`config.mk`:
```
export PLATFORM = sky130hd
export DESIGN_NAME = pipe_boot_ctrl
export DESIGN_NICKNAME = d
export VERILOG_FILES = /design/src/rtl/pipe_boot_ctrl.sv
export SDC_FILE = /design/constraint.sdc
export NUM_CORES = 1
export LEC_CHECK = 0
export BUFFER_PORTS_ARGS = -buffer_cell sky130_fd_sc_hd__buf_4
export CORE_UTILIZATION = 52
export DETAILED_ROUTE_END_ITERATION = 16
export MAX_ROUTING_LAYER = met4
export PLACE_DENSITY_LB_ADDON = 0.2
export SYNTH_ARGS = -nofsm -noshare
export SYNTH_HDL_FRONTEND = slang
export SYNTH_SLANG_ARGS = --single-unit
```
`constraint.sdc`:
```
create_clock -name clk -period 4.35 [get_ports clk]
set_input_delay 0 -clock clk [delete_from_list [all_inputs] [get_ports clk]]
set_output_delay 0 -clock clk [all_outputs]
set_load 0.01 [all_outputs]
```
`src/rtl/pipe_boot_ctrl.sv`:
```
// Boot sequencer and data-RAM port arbiter for the pipelined core.
// Define PIPE_BOOT_DBG_WRITE_EN to let the debug port write RAM while halted.
//
// state  | meaning
// IDLE   | out of reset, every stage held in reset
// REL_FD | fetch/decode released (or re-arming after a restart from HALT)
// REL_E  | execute released
// REL_M  | memory released
// RUN    | core running, cycle counter active
// DRAIN  | fetch frozen, bubbles flow through E/M/W
// HALT   | core stopped, RAM port owned by the debug requester
module pipe_boot_ctrl #(
  parameter int unsigned STAGE_GAP = 1,
  parameter int unsigned RUN_LIMIT = 0,
  parameter int unsigned DRAIN_CYC = 3
) (
  input  logic        clk,
  input  logic        reset,
  input  logic        start,
  input  logic        halt_req,
  input  logic [31:0] core_addr,
  input  logic        core_we,
  input  logic [31:0] core_wdata,
  output logic [31:0] mem_addr,
  output logic        mem_we,
  output logic [31:0] mem_wdata,
  input  logic [31:0] mem_rdata,
  input  logic        dbg_req,
  input  logic        dbg_we,
  input  logic [31:0] dbg_addr,
  input  logic [31:0] dbg_wdata,
  output logic [31:0] dbg_rdata,
  output logic        dbg_valid,
  output logic        dbg_err,
  output logic        reset_F,
  output logic        reset_D,
  output logic        reset_E,
  output logic        reset_M,
  output logic        reset_W,
  output logic        pc_sel,
  output logic        en_F,
  output logic        en_D,
  output logic        busy,
  output logic        halted,
  output logic [31:0] cyc_count
);

  typedef enum logic [2:0] {
    S_IDLE, S_REL_FD, S_REL_E, S_REL_M, S_RUN, S_DRAIN, S_HALT
  } state_t;

  localparam int unsigned GAP_C  = (STAGE_GAP < 1) ? 1 : STAGE_GAP;
  localparam int unsigned DRN_C  = (DRAIN_CYC < 1) ? 1 : DRAIN_CYC;
  localparam logic [31:0] GAP_LD = 32'(GAP_C - 1);
  localparam logic [31:0] DRN_LD = 32'(DRN_C - 1);
  localparam bit          LIM_EN = (RUN_LIMIT != 0);
  localparam logic [31:0] RUN_TC = LIM_EN ? 32'(RUN_LIMIT - 1) : 32'd0;

  state_t      state;
  logic [31:0] tmr;
  logic        rearm;
  logic        halt_pend;
  logic [31:0] dbg_addr_q;
  logic        dbg_wr;

`ifdef PIPE_BOOT_DBG_WRITE_EN
  assign dbg_wr = dbg_we;
`else
  assign dbg_wr = 1'b0;
  wire unused_dbg_wr = &{1'b0, dbg_we, dbg_wdata};
`endif

  always_ff @(posedge clk) begin
    if (reset) begin
      state      <= S_IDLE;
      tmr        <= '0;
      rearm      <= 1'b0;
      halt_pend  <= 1'b0;
      cyc_count  <= '0;
      reset_F    <= 1'b1;
      reset_D    <= 1'b1;
      reset_E    <= 1'b1;
      reset_M    <= 1'b1;
      reset_W    <= 1'b1;
      pc_sel     <= 1'b0;
      en_F       <= 1'b0;
      en_D       <= 1'b0;
      busy       <= 1'b0;
      halted     <= 1'b0;
      dbg_rdata  <= '0;
      dbg_valid  <= 1'b0;
      dbg_err    <= 1'b0;
      dbg_addr_q <= '0;
    end else begin
      dbg_valid <= 1'b0;
      dbg_err   <= 1'b0;
      if (dbg_req) begin
        if (state == S_HALT) begin
          dbg_valid  <= 1'b1;
          dbg_addr_q <= dbg_addr;
          if (!dbg_wr) dbg_rdata <= mem_rdata;
        end else begin
          dbg_err <= 1'b1;
        end
      end

      case (state)
        S_IDLE, S_HALT: begin
          if (start) begin
            state     <= S_REL_FD;
            tmr       <= GAP_LD;
            halt_pend <= 1'b0;
            cyc_count <= '0;
            busy      <= 1'b1;
            halted    <= 1'b0;
            // From HALT the E/M/W resets are released, so re-assert everything first.
            if (state == S_HALT) begin
              rearm   <= 1'b1;
              reset_F <= 1'b1;
              reset_D <= 1'b1;
              reset_E <= 1'b1;
              reset_M <= 1'b1;
              reset_W <= 1'b1;
              pc_sel  <= 1'b0;
              en_F    <= 1'b0;
              en_D    <= 1'b0;
            end else begin
              rearm   <= 1'b0;
              reset_F <= 1'b0;
              reset_D <= 1'b0;
            end
          end
        end
        S_REL_FD: begin
          if (halt_req) halt_pend <= 1'b1;
          if (rearm) begin
            rearm   <= 1'b0;
            reset_F <= 1'b0;
            reset_D <= 1'b0;
            tmr     <= GAP_LD;
          end else if (tmr == '0) begin
            state   <= S_REL_E;
            reset_E <= 1'b0;
            tmr     <= GAP_LD;
          end else begin
            tmr <= tmr - 32'd1;
          end
        end
        S_REL_E: begin
          if (halt_req) halt_pend <= 1'b1;
          if (tmr == '0) begin
            state   <= S_REL_M;
            reset_M <= 1'b0;
            tmr     <= GAP_LD;
          end else begin
            tmr <= tmr - 32'd1;
          end
        end
        S_REL_M: begin
          if (halt_req) halt_pend <= 1'b1;
          if (tmr == '0) begin
            state   <= S_RUN;
            reset_W <= 1'b0;
            pc_sel  <= 1'b1;
            en_F    <= 1'b1;
            en_D    <= 1'b1;
          end else begin
            tmr <= tmr - 32'd1;
          end
        end
        S_RUN: begin
          if (cyc_count != '1) cyc_count <= cyc_count + 32'd1;
          if (halt_req || halt_pend || (LIM_EN && cyc_count == RUN_TC)) begin
            state     <= S_DRAIN;
            halt_pend <= 1'b0;
            en_F      <= 1'b0;
            en_D      <= 1'b0;
            reset_D   <= 1'b1;
            tmr       <= DRN_LD;
          end
        end
        S_DRAIN: begin
          if (tmr == '0) begin
            state   <= S_HALT;
            reset_F <= 1'b1;
            busy    <= 1'b0;
            halted  <= 1'b1;
          end else begin
            tmr <= tmr - 32'd1;
          end
        end
        default: state <= S_IDLE;
      endcase
    end
  end

  // RAM read is combinational, so the debug address must reach the RAM in the request cycle.
  always_comb begin
    mem_addr  = dbg_addr_q;
    mem_we    = 1'b0;
    mem_wdata = core_wdata;
    case (state)
      S_RUN, S_DRAIN: begin
        mem_addr = core_addr;
        mem_we   = core_we;
      end
      S_HALT: begin
        if (dbg_req) begin
          mem_addr = dbg_addr;
`ifdef PIPE_BOOT_DBG_WRITE_EN
          if (dbg_wr) begin
            mem_we    = 1'b1;
            mem_wdata = dbg_wdata;
          end
`endif
        end
      end
      default: ;
    endcase
  end

endmodule

```
== Word-level counts from Yosys, hierarchy flattened ==
Index checks and enable logic that the tools add are counted.

* Bits in registers: 144
* Bits of input ports: 167
* Output and inout bits: 141

* Bitwise gates (word level): 1
* Add/subtract/negate cells: 2
* Reductions and logical operators: 31
* Equality and inequality tests: 19
* Muxes and demuxes: 46

{| class="wikitable"
|+ Operators by type and width
! operator !! number
|-
| two-way mux 32 bit || 7
|-
| case mux 32 bit (5 select lines) || 1
|-
| case mux 32 bit (2 select lines) || 2
|-
| adder 32 x 1 -> 32 bit (second input constant) || 1
|-
| zero test 32 bit || 1
|-
| != test 32 bit (second input constant) || 1
|-
| subtractor 32 x 1 -> 32 bit (second input constant) || 1
|-
| AND reduction 4 bit || 6
|-
| != test 2 bit (second input constant) || 11
|-
| two-way mux 3 bit || 7
|-
| case mux 3 bit (6 select lines) || 1
|-
| two-way mux 1 bit || 17
|-
| case mux 1 bit (2 select lines) || 7
|-
| case mux 1 bit (3 select lines) || 4
|-
| nonzero test 3 bit || 4
|-
| AND reduction 5 bit || 2
|-
| nonzero test 2 bit || 5
|-
| == test 3 bit (second input constant) || 3
|-
| OR reduction 2 bit || 4
|-
| AND reduction 7 bit || 1
|-
| == test 3 x 2 -> 1 bit (second input constant) || 2
|-
| AND reduction 3 bit || 2
|-
| nonzero test 5 bit || 1
|-
| AND reduction 2 bit || 2
|-
| 6 further kinds || 6
|}

== Depth between registers and ports, before layout ==
* Depth in word-level cells: 4
* Depth in mapped cells: 9
* Depth with buffers taken out: 7

== Least setup slack after synthesis ==
Ideal clock, no wire load.

* Path kind: reg2reg
* Start: reg cyc_count[6]
* End: reg cyc_count[11]
* Path slack: 2.109 ns
* Data required time: 4.231 ns
* Clock period less this slack: 2.241 ns
* Buffers on the path: 2
* Cell stages (with the launch flop): 8
* Arrival: 2.122 ns
* Cell sequence: dfxtp_1 -> nand4_1 -> or4_1 -> nor4_4 -> buf_2 -> buf_2 -> nor4_1 -> o21bai_1

* Word-level cells in the longest chain between the ends: 3
* Elaborated cells between the ends (all ways): 6
* Those cells by class: add/sub (1); eq/ne (2); mux (2); reduce/logical (1)

{| class="wikitable"
|+ Ends and longest elaborated chain
! element !! line !! RTL
|-
| start, declared || 45 || <nowiki>output logic [31:0] cyc_count</nowiki>
|-
| start signal, assigned || 172 || <nowiki>if (cyc_count != '1) cyc_count <= cyc_count + 32'd1;</nowiki>
|-
| adder 32 x 1 -> 32 bit / != test 32 bit (equally long branches) || 172 ||
|-
| two-way mux 32 bit / != test 2 bit (equally long branches) || n/a ||
|-
| case mux 32 bit (2 select lines) / AND reduction 3 bit (equally long branches) || n/a ||
|}

Several ways; a longest one is shown, not always the timed one. The select of a mux whose other input is x is not followed.
A chain may end at the register's enable or synchronous reset.

== Worst setup path in the final report ==
* Start: reg tmr[18]
* End: reg tmr[2]

* Word-level cells in the longest chain between the ends: 4
* Elaborated cells between the ends (all ways): 6
* Those cells by class: eq/ne (1); mux (3); reduce/logical (2)

{| class="wikitable"
|+ Ends and longest elaborated chain
! element !! line !! RTL
|-
| start, declared || 60 || <nowiki>logic [31:0] tmr;</nowiki>
|-
| start signal, assigned || 146 || <nowiki>tmr <= tmr - 32'd1;</nowiki>
|-
| start signal, assigned || 156 || <nowiki>tmr <= tmr - 32'd1;</nowiki>
|-
| start signal, assigned || 168 || <nowiki>tmr <= tmr - 32'd1;</nowiki>
|-
| zero test 32 bit * || n/a ||
|-
| two-way mux 32 bit || 141, 151 ||
|-
| two-way mux 32 bit || 136 || <nowiki>if (rearm) begin</nowiki>
|-
| case mux 32 bit (5 select lines) || 107 || <nowiki>case (state)</nowiki>
|}

Every way passes the cells marked *; elsewhere a longest branch is shown, timed or not.

==> metrics.txt <==
status=complete, no violations; CTS Buf Count=17; Worst Path Max Fanout=21; # DRC=0; # hold bufs at CTS=71; Final setup viols=0; clock-pin slew on the worst setup and hold paths=60 ps; worst hold path type=in -> out; Worst setup SP type=flop; die height=121 um; area of the multi-input gates=0.00399 mm2; synthesized area=0.00740 mm2; H-Tree Depth=4; chip width=121 um; fill cell total of the finished layout=1068; Slew @ Worst Pin=between 800 and 900 ps; clock sinks=144; FMAX=314 MHz; clk_lat worst skew=430 ps; Root Buffer=clkbuf_16; share of cells above drive strength 1=23.1%; post-synthesis mux area share=less than 1%; post-synthesis net count=1139; NetSw=1.90 mW; Clock Tree Buf Depth=2; IO Port Bufs=210; drt wl/cell=16.3 um; register share of total power=roughly 33%; setup TNS=0 ps; cell family with most CP delay=simple AND/OR/NAND/NOR gates; Initial DRC Count=617; largest net degree at the start of global routing=72; net count reported at finish=1356; Power Dens Cells=505 mW/mm2; Max-slew headroom=41.8%; Synth Area in XOR/XNOR=0.118%; Syn Inst Count=970; Sw Ratio=37.2%; DP HPWL=between 10000 and 15000 um; critical path type=reg -> reg; Top Ports=just over 300; WP data required=4620 ps; RSZ-0062 raised after global routing=no; GPL Wtd Cong=0.868; internal power=3.21 mW; Post-CTS Setup Repair Bufs=0; Cell variety after synth=68; crit-path cells=nor4_1 > nand4_1 > or3_1 > a221oi_2 > buf_4 > a311oi_1; simple-gate share of the synthesized area=33.5%; # resized after CTS=0; WL final=between 20000 and 25000 um; top cells by area, synth=dfxtp_1 (39%), nand2_1 (11%), a21oi_1 (6.9%); Clock power frac=about 29%; VDD IR max=approximately 270 uV; combinational family with the most area after synthesis=simple AND/OR/NAND/NOR gates; max cap viols=0; number of vias per cell=just under 6; commonest non-fill, non-tap cell in the layout=buf_4; Area Growth Syn to Fin=36.8%; yosys warns=0; Worst path slowest cell=or3_1; Synth Area in Compound Gates=approximately a fifth; FFs w/ async S/R, synth=0%; post-synthesis adder-cell area fraction=0.338%; syn avg cell area=7.63 um2; first-pass GRT wire length=about 35000 um; Synth top area share=between 30% and 40%; gr ovfl total=0; Setup crit end kind=flop; Yosys reg bits=144; Row Count=43; vias=8162; Period minus WS final=~3200 ps; sequential cell area=0.00288 mm2; Pre-antenna DRT Iters=7; critical path buffer and inverter count=1; commonest cells after routing, fill and taps aside=buf_4 (221), nand2_1 (219), dfxtp_1 (144), a21oi_1 (102), dlygate4sd3_1 (71); Core Region=0.0139 mm2; CP max stage delay=790 ps; initial antenna violation count=0; Yosys top cell by area=dfxtp_1; Fin. Hold Viols=0; initial core utilization=53.3%; Final period util=73.1%; LEAKAGE=roughly 4 nW; Post-synth EDFFs=0; most common flop cell mapped by yosys=dfxtp_1; max-slew violations=0; CTS tree=done; total track usage=30.7%; number of global-route vias before repair=7374; Finished Core Util=72.9%; Critical Path AT=3450 ps; Comb pwr share=38.0%; Worst Skew=8.72 ps; die area=0.0147 mm2; Seq/Total Area, Yosys=39.0%; Post-DRT Antenna Nets=0
[through the flow]
stage | total power [mW] | worst slack (ps) | std cells | area (um2) | hold WS [ps]
after detailed placement | 3.55 | 1310 | 1277 | 8800 | 0.0686
after global routing | 5.43 | 967 | 1379 | 10100 | 0.0151
final | 5.11 | 1170 | 1380 | 10100 | 0.00391
after global placement | 3.52 | 1340 | 1277 | 8800 | 0.0686
after floorplan | 3.10 | 2110 | 970 | 7400 | 91.8
after CTS | 5.09 | 1230 | 1379 | 10100 | 0.0686
[state kept, by name, indices dropped and copies added, names as in the netlist, 3 cells and up]
signal,count
tmr,32
cyc_count,32
state,3
dbg_addr_q,32
dbg_rdata,32
[per-layer routing]
layer | global-route usage [%] | vias up | wire length, um
met3 | 6.16 | 73 | 1580
met2 | 49.4 | 360 | 11100
met5 | - | - | 0
met4 | 15.0 | 0 | 756
met1 | 36.7 | 3797 | 9060
li1 | - | 3932 | -
[power groups by stage]
stage	Combinational, mW	Clock (mW)	Sequential, mW
after floorplan	1.47	0	1.63
after global placement	1.83	0	1.69
after detailed placement	1.85	0	1.69
after CTS	1.91	1.51	1.67
after global routing	2.14	1.59	1.70
final	1.94	1.49	1.68
[layout make-up]
class	count	share of cell area [%]
Multi-Input combinational cell	719	39.4
Sequential cell	144	28.5
Timing Repair Buffer	292	23.4
Clock buffer	20	4.41
Tap cell	180	2.23
Clock inverter	11	1.55
Inverter	13	0.482
Antenna cell	1	0.0247
[kinds of logic (layout without fill, tap and decap cells)]
logic type	after synthesis	in the layout
AO/OA/AOI/OAI	229	229
adder cells (fa/ha/maj)	2	2
multiplexers	3	3
XOR/XNOR	1	1
flip-flops	144	144
AND/OR/NAND/NOR	484	484
buffers and inverters	107	336
other	0	1
[cell usage after synthesis (all sizes together) (2+ instances only)]
cell and number:
a311oi 2, o41ai 4, o31ai 31, clkbuf 47
nand4 19, o31a 2, or4b 2, or4 45
o21a 3, o311ai 2, o21ai 27, nand3 65
buf 47, mux2i 3, o211ai 8, nand2 219
inv 12, a21oi 102, dfxtp 144, a41oi 2
a31oi 11, nand2b 12, nor3 16, or2 3
nor2b 7, and3 12, nor3b 3, nor2 27
and2 6, nor4 12, nand4b 5, nand3b 3
a21o 2, and4 7, a211oi 21, or3 19
ha 2
[worst paths after layout]
check | from | end | slack, ps | depth (start not counted)
setup / recovery | tmr[18] | tmr[2] | 1170 | 6
hold / removal | core_wdata[3] | mem_wdata[3] | 0.004 | 0
setup reg to reg | tmr[18] | tmr[2] | 1170 | 6
hold reg to reg | dbg_addr_q[30] | dbg_addr_q[30] | 450 | 2
Note: power is estimated with default switching activity, not from simulation.
